==> src/rtl/memory_array.sv <==
// rtl/memory_array.sv - parametrised single-port memory with per-bit write mask and init sequencer
//
// Ports:
//   clk, rst_n                 clock, asynchronous active-low reset
//   req_valid/req_ready        request handshake
//   req_rw                     1 = write, 0 = read
//   req_addr, req_wdata        entry address and write data
//   req_wmask                  per-bit write enable (1 = bit updated)
//   rsp_valid/rsp_ready        read-response handshake
//   rsp_rdata                  registered read data
//   clear                      re-initialise the whole array to INIT_VAL
//   init_busy                  high while the init sequence is running

module memory_array #(
    parameter int                 DATA_W   = 8,
    parameter int                 ADDR_W   = 3,
    parameter logic [DATA_W-1:0]  INIT_VAL = {DATA_W{1'b0}}
) (
    input  logic              clk,
    input  logic              rst_n,
    input  logic              req_valid,
    output logic              req_ready,
    input  logic              req_rw,
    input  logic [ADDR_W-1:0] req_addr,
    input  logic [DATA_W-1:0] req_wdata,
    input  logic [DATA_W-1:0] req_wmask,
    output logic              rsp_valid,
    input  logic              rsp_ready,
    output logic [DATA_W-1:0] rsp_rdata,
    input  logic              clear,
    output logic              init_busy
);

    localparam int DEPTH = 2 ** ADDR_W;

    typedef enum logic {
        ST_INIT = 1'b0,
        ST_IDLE = 1'b1
    } state_t;

    state_t            state;
    state_t            state_nxt;
    logic [ADDR_W-1:0] init_cnt;
    logic [DATA_W-1:0] mem [DEPTH];

    logic rsp_stall;
    logic req_fire;
    logic wr_fire;
    logic rd_fire;
    logic rsp_taken;

    // An unconsumed response blocks every request so rsp_rdata can hold.
    assign rsp_stall = rsp_valid && !rsp_ready;
    assign rsp_taken = rsp_valid && rsp_ready;
    assign req_fire  = req_valid && req_ready;
    assign wr_fire   = req_fire && req_rw;
    assign rd_fire   = req_fire && !req_rw;

    // State register and init address counter
    always_ff @(posedge clk or negedge rst_n) begin
        if (!rst_n) begin
            state    <= ST_INIT;
            init_cnt <= '0;
        end else begin
            state <= state_nxt;
            // Counter only advances while initialising; it sits at zero in
            // IDLE so a clear always restarts the fill from entry 0.
            if (state == ST_INIT) begin
                init_cnt <= init_cnt + 1'b1;
            end else begin
                init_cnt <= '0;
            end
        end
    end

    // Next-state logic
    always_comb begin
        state_nxt = state;
        case (state)
            ST_INIT: begin
                // All-ones count is entry DEPTH-1, the last one to fill.
                if (&init_cnt) begin
                    state_nxt = ST_IDLE;
                end
            end
            ST_IDLE: begin
                if (clear) begin
                    state_nxt = ST_INIT;
                end
            end
            default: state_nxt = ST_INIT;
        endcase
    end

    // Output logic
    always_comb begin
        init_busy = 1'b0;
        req_ready = 1'b0;
        case (state)
            ST_INIT: begin
                init_busy = 1'b1;
            end
            ST_IDLE: begin
                // clear takes priority over a same-cycle request.
                req_ready = !clear && !rsp_stall;
            end
            default: begin
                init_busy = 1'b1;
            end
        endcase
    end

    // Read-response register; a response issued before a clear still
    // completes its handshake while the init pass runs.
    always_ff @(posedge clk or negedge rst_n) begin
        if (!rst_n) begin
            rsp_valid <= 1'b0;
            rsp_rdata <= '0;
        end else begin
            if (rd_fire) begin
                rsp_valid <= 1'b1;
                rsp_rdata <= mem[req_addr];
            end else if (rsp_taken) begin
                rsp_valid <= 1'b0;
            end
        end
    end

    // Storage: not reset, the init pass overwrites every entry instead.
    always_ff @(posedge clk) begin
        if (state == ST_INIT) begin
            mem[init_cnt] <= INIT_VAL;
        end else if (wr_fire) begin
            mem[req_addr] <= (mem[req_addr] & ~req_wmask) | (req_wdata & req_wmask);
        end
    end

endmodule

==> config.mk <==
export PLATFORM = sky130hd
export DESIGN_NAME = memory_array
export DESIGN_NICKNAME = d
export VERILOG_FILES = /design/src/rtl/memory_array.sv
export SDC_FILE = /design/constraint.sdc
export NUM_CORES = 1
export LEC_CHECK = 0
export CORE_ASPECT_RATIO = 2
export CORE_MARGIN = 2
export CORE_UTILIZATION = 47
export CTS_BUF_LIST = sky130_fd_sc_hd__clkbuf_4
export DETAILED_ROUTE_END_ITERATION = 16
export GPL_TIMING_DRIVEN = 1
export PLACE_DENSITY = 0.68
export SYNTH_ARGS = -nofsm -noshare
export SYNTH_HDL_FRONTEND = slang
export SYNTH_SLANG_ARGS = --single-unit
==> constraint.sdc <==
create_clock -name clk -period 7.2 [get_ports clk]
set_input_delay 1.08 -clock clk [delete_from_list [all_inputs] [get_ports clk]]
set_output_delay 1.08 -clock clk [all_outputs]
set_load 0.02 [all_outputs]
==> flow_metrics.env, run 1 <==
export IMPL_crit_path_end_kind="flip-flop"
export IMPL_port_buffers=35
export IMPL_synth_seq_area_share_pct=69.1
export IMPL_status="finished clean"
export IMPL_drive_above_1_share_pct=23.1
export IMPL_netlist_cell_type_count=34
export IMPL_cts_resized=0
export IMPL_worst_slew_pin_slew_ps=1380
export IMPL_timing_final_ws_setup_ps=3190
export IMPL_grt_pass1_wl_mm=9.78
export IMPL_switching_power_w=0.000365
export IMPL_skew_ps=18.3
export IMPL_post_cts_buffers=0
export IMPL_fin_nets=238
export IMPL_crit_path_top_delay_cell="a221oi_1"
export IMPL_grt_max_degree=24
export IMPL_initialDrtViolationCount=95
export IMPL_min_period_ps=4010
export IMPL_routedWlPerCell_um=20.0
export IMPL_powerDensity_nw_per_um2=340
export IMPL_p_clk_share_pct=24.1
export IMPL_ios=36
export IMPL_routed_wl_mm=6.13
export IMPL_area_growth_pct=18.9
export IMPL_tritoncts="built"
export IMPL_crit_chain="clkdlybuf4s50_1 -> and2b_1 -> nand4_1 -> or2_2 -> a221oi_1"
export IMPL_muxShareOfSynthArea_pct=21.1
export IMPL_diodes=0
export IMPL_cts_made_buffers=9
export IMPL_cp_max_fo=15
export IMPL_rows=43
export IMPL_max_freq_ghz=0.249
export IMPL_track_usage_pct=18.1
export IMPL_initial_core_util_pct=47.6
export IMPL_synth_edf_count=64
export IMPL_cap_violations=0
export IMPL_synth_fa_ha_area_share_pct=0.769
export IMPL_slew_headroom_pct=7.88
export IMPL_pwr_share_comb_pct=26.0
export IMPL_grt_overflow_total=0
export IMPL_synth_top_family_by_area="multiplexers"
export IMPL_synth_simple_area_share_pct=4.42
export IMPL_required_ps=7230
export IMPL_syn_nets=195
export IMPL_synth_cell_area_um2=3250
export IMPL_netSwitchingFraction_pct=27.8
export IMPL_fin_crit_sh_pct=55.7
export IMPL_cts_root_buf="clkbuf_4"
export IMPL_core_area_um2=6830
export IMPL_hp_class="flip-flop to flip-flop"
export IMPL_cpPeakStageDelay_ps=1120
export IMPL_hold_buffers=0
export IMPL_syn_avg_cell_area_um2=19.4
export IMPL_via_count=1682
export IMPL_peakVddDrop_mv=0.180
export IMPL_pre_cts_slack_ps=2740
export IMPL_pwr_share_seq_pct=49.9
export IMPL_antenna_found_initial=0
export IMPL_clk_pin_slew_ps=130
export IMPL_p_int_w=0.000950
export IMPL_slew_violations=0
export IMPL_dr_pass1_iters=4
export IMPL_synth_seq_cells=77
export IMPL_clk_latency_ps=420
export IMPL_cts_sink_count=77
export IMPL_worstSetupPathType="input pin to flip-flop"
export IMPL_drc_errors=0
export IMPL_arrival_ps=4040
export IMPL_clockBufferDepth=2
export IMPL_fp_dieH_um=122
export IMPL_rsz0062_at_grt="false"
export IMPL_hold_viol_final=0
export IMPL_die_w_um=62.8
export IMPL_p_leak_nw=1.39
export IMPL_grt_pass1_vias=1746
export IMPL_synth_ff_type="edfxtp_1"
export IMPL_dieArea_um2=7650
export IMPL_via_per_inst=5.50
export IMPL_drtAntennaViolNets=0
export IMPL_synth_compound_area_share_pct=2.46
export IMPL_synthArstFlopShare_pct=16.9
export IMPL_crit_path_start_kind="input pin"
export IMPL_dpl_hpwl_mm=4.29
export IMPL_syn_inst=168
export IMPL_htree_levels=3
export IMPL_yosysWarnings=0
export IMPL_fin_setup_tns_ps=0
export IMPL_finalSetupViolations=0
export IMPL_gp_congestion=0.787
export IMPL_synth_xor_area_share_pct=0
cells in the mapped netlist (all sizes together), types with 2 or more instances:
cell	number	area share [%]
nand3	2	0.31
mux2i	9	2.8
nor2b	2	0.38
buf	6	1.8
inv	2	0.23
nand2b	2	0.38
or2	3	0.58
ha	2	0.77
nor2	9	1.1
o22ai	3	0.58
a221oi	2	0.54
mux4	16	12
a211oi	2	0.46
nand2	3	0.35
edfxtp	64	59
dfrtp	13	10
mux2	17	6.3
cell usage in the layout, fill, tap and decap left out, types with 2 or more instances in the layout:
master and instances:
edfxtp_1 64, clkdlybuf4s50_1 35, mux2_2 13, dfrtp_1 13, mux2i_1 9, clkbuf_4 9, mux4_2 8, nor2_1 8
mux4_1 8, mux2_4 4, or2_2 3, nand2_1 3, o22ai_1 3, bufinv_16 3, buf_4 3, inv_1 2
nor2b_1 2, nand2b_1 2, nand3_1 2, a211oi_1 2, a221oi_1 2, ha_1 2, clkinvlp_4 2
cell type report:
type | instances | area [um2]
sequential | 77 | 2250
clock buffer | 9 | 67.6
tap | 90 | 113
inverter | 2 | 7.51
multi-input combinational | 82 | 943
timing repair buffer | 39 | 378
clock inverter | 7 | 114
fill | 560 | 2960
routing by layer:
metal  share of wire, %  track usage [%]  up-vias  routed length, um
met3                3.9             3.05       14                241
met2                 51             29.7       60               3140
met1                 41             22.2      838               2530
met4                3.6             11.7        0                218
met5                  0                0        -                  0
li1                   -                -      770                  -
power by group through the flow:
stage	Combinational (W)	Sequential (W)	Clock, W
final	0.000341	0.000656	0.000317
after global routing	0.000370	0.000670	0.000343
after CTS	0.000346	0.000659	0.000325
after detailed placement	0.000344	0.000670	0
after global placement	0.000338	0.000663	0
after floorplan	0.000187	0.000679	0
worst max-delay path: cells and delay by family:
kind / cells / cell delay, ps
AND/OR/NAND/NOR: 3 / 1440
AO/OA/AOI/OAI: 1 / 1120
buffers and inverters: 1 / 390
cells by family (layout without fill, tap and decap cells):
logic type / after synthesis / count (layout)
AOI/OAI and AO/OA: 11 / 11
adders and majority gates: 2 / 2
muxes: 42 / 42
and+or+nand+nor: 27 / 27
DFF: 77 / 77
buffers and inverters: 9 / 57
sequential cells by signal, summed over array words and instances, names as in the netlist:
register	count
mem	64
rsp_rdata	8
init_cnt	3
rsp_valid	1
state	1
path summary, 6_finish.rpt:
kind	startpoint	to	slack, ps	depth (start not counted)
hold / removal	rsp_rdata[7]	rsp_rdata[7]	520	1
min in group asynchronous	rst_n	rsp_rdata[1]	1020	1
max in group asynchronous	rst_n	rsp_rdata[6]	5780	1
hold reg to reg	rsp_rdata[7]	rsp_rdata[7]	520	1
setup reg to reg	state	mem[0][4]	3820	4
setup / recovery	clear	mem[0][4]	3190	5
through the flow:
| stage | utilization, % | cell area [um2] | total power [W] | instances | hold WS [ps] |
|---|---|---|---|---|---|
| after floorplan | - | 3250 | 0.000866 | 168 | 479 |
| final | 56.6 | 3870 | 0.00132 | 306 | 519 |
| after CTS | 56.6 | 3860 | 0.00133 | 305 | 525 |
| after global placement | 53.9 | 3680 | 0.00100 | 289 | 490 |
| after global routing | 56.6 | 3870 | 0.00138 | 306 | 545 |
| after detailed placement | 53.9 | 3680 | 0.00101 | 289 | 496 |
Note: power is estimated with default switching activity, not from simulation.
==> run 2: changes to the inputs <==
==> constraint.sdc (replaced) <==
create_clock -name clk -period 4.1 [get_ports clk]
set_input_delay 0.615 -clock clk [delete_from_list [all_inputs] [get_ports clk]]
set_output_delay 0.615 -clock clk [all_outputs]
set_load 0.02 [all_outputs]
==> flow_metrics.env, run 2 (synthesis results as in run 1) <==
export IMPL_crit_path_top_delay_cell="clkdlybuf4s50_1"
export IMPL_htree_levels=3
export IMPL_min_from="rsp_rdata[6]"
export IMPL_port_buffers=35
export IMPL_max_flop_register="mem"
export IMPL_fill_cells=563
export IMPL_cts_made_buffers=9
export IMPL_diodes=0
export IMPL_drtAntennaViolNets=0
export IMPL_multi_input_comb_area_um2=936
export IMPL_initial_core_util_pct=47.6
export IMPL_max_freq_ghz=0.376
export IMPL_fp_dieH_um=122
export IMPL_worst_slew_pin_slew_ps=971
export IMPL_clockBufferDepth=2
export IMPL_cap_violations=0
export IMPL_rows=43
export IMPL_cts_resized=0
export IMPL_r2r_cells=6
export IMPL_finalSetupViolations=0
export IMPL_routedWlPerCell_um=19.5
export IMPL_peakVddDrop_mv=0.346
export IMPL_post_cts_buffers=0
export IMPL_gp_congestion=0.781
export IMPL_dr_pass1_iters=4
export IMPL_holdPathEnd="rsp_rdata[6]"
export IMPL_cts_root_buf="clkbuf_4"
export IMPL_hold_buffers=0
export IMPL_slew_violations=0
export IMPL_routed_wl_mm=6.08
export IMPL_grt_overflow_total=0
export IMPL_cpPeakStageDelay_ps=650
export IMPL_via_count=1686
export IMPL_final_area_um2=3830
export IMPL_grt_max_degree=23
export IMPL_skew_ps=16.7
export IMPL_die_w_um=62.8
export IMPL_status="finished clean"
export IMPL_largest_registers="mem x64, rsp_rdata x8, init_cnt x3"
export IMPL_rsz0062_at_grt="false"
export IMPL_ios=36
export IMPL_fin_setup_tns_ps=0
export IMPL_required_ps=4240
export IMPL_grt_pass1_vias=1759
export IMPL_tritoncts="built"
export IMPL_fin_crit_sh_pct=64.9
export IMPL_dieArea_um2=7650
export IMPL_largest_register_ffs=64
export IMPL_powerDensity_nw_per_um2=559
export IMPL_crit_path_end_kind="flip-flop"
export IMPL_antenna_found_initial=0
export IMPL_track_usage_pct=18.0
export IMPL_placed_cell_area_um2=3730
export IMPL_clk_latency_ps=410
export IMPL_crit_chain="clkdlybuf4s50_1 -> buf_4 -> mux4_1 -> mux2_2 -> mux2i_1 -> nor2_1"
export IMPL_reg2reg_from="state"
export IMPL_grt_pass1_wl_mm=9.58
export IMPL_clk_pin_slew_ps=100
export IMPL_dpl_hpwl_mm=4.05
export IMPL_hold_viol_final=0
export IMPL_hp_class="flip-flop to flip-flop"
export IMPL_via_per_inst=5.40
export IMPL_fin_nets=244
export IMPL_arrival_ps=2800
export IMPL_area_growth_pct=17.8
export IMPL_holdPathStages=1
export IMPL_mostFrequentLayoutCells="edfxtp_1, clkdlybuf4s50_1, mux2_2, dfrtp_1, clkbuf_4"
export IMPL_initialDrtViolationCount=44
export IMPL_seq_area_um2=2250
export IMPL_cp_max_fo=19
export IMPL_min_period_ps=2660
export IMPL_crit_path_start_kind="input pin"
export IMPL_core_area_um2=6830
export IMPL_cts_sink_count=77
export IMPL_rrSetupSlack_ps=1660
export IMPL_slew_headroom_pct=35.1
export IMPL_worstSetupPathType="input pin to flip-flop"
export IMPL_drc_errors=0
export IMPL_reg2reg_to="mem[0][3]"
export IMPL_p_leak_nw=1.39
export IMPL_final_common_cell="edfxtp_1"
export IMPL_drive_above_1_share_pct=23.4
[run 2: cell type report]
class | instances | area share, %
clock inverters | 4 | 0.392
clock buffers | 12 | 2.35
inverters | 2 | 0.196
repair buffers | 45 | 11.1
flip-flops and latches | 77 | 58.6
well taps | 90 | 2.94
multi-input cells | 82 | 24.4
[run 2: how the worst max path moves through the flow]
stage          cells past startpoint   startpoint  slack [ps]   endpoint
6_report                           6  req_addr[0]        1440  mem[0][3]
3_3_place_gp                       6  req_addr[0]        1060  mem[6][4]
4_1_cts                            6  req_addr[0]        1450  mem[0][3]
2_1_floorplan                      4        clear        1550  mem[0][0]
3_5_place_dp                       6  req_addr[0]        1010  mem[0][3]
5_1_grt                            6  req_addr[0]        1330  mem[0][3]
[run 2: layer usage]
layer,track usage (%),wire length [um],vias up
met5,0,0,-
met4,11.7,190,0
met3,3.60,226,11
met2,30.8,3260,50
met1,20.5,2400,847
li1,-,-,778
[run 2: power by group]
| group | internal, W | switching, W |
|---|---|---|
| clock | 0.000138 | 0.000223 |
| sequential | 0.00107 | 0.0000724 |
| combinational | 0.000310 | 0.000327 |
| total | 0.00152 | 0.000622 |
[run 2: worst max-delay path: cells and delay by family]
| family | cells | cell delay (ps) |
|---|---|---|
| mux | 3 | 1040 |
| simple gates | 1 | 130 |
| buf+inv | 2 | 1000 |
[run 2: metrics by stage]
stage	hold slack (ps)	util, %	power (W)	setup slack (ps)	instances
5_1_grt	537	56.1	0.00226	1330	312
2_1_floorplan	319	-	0.00152	1550	168
6_report	513	56.1	0.00214	1440	312
3_5_place_dp	494	54.6	0.00181	1010	296
4_1_cts	519	56.1	0.00217	1450	312
3_3_place_gp	493	54.6	0.00179	1060	296
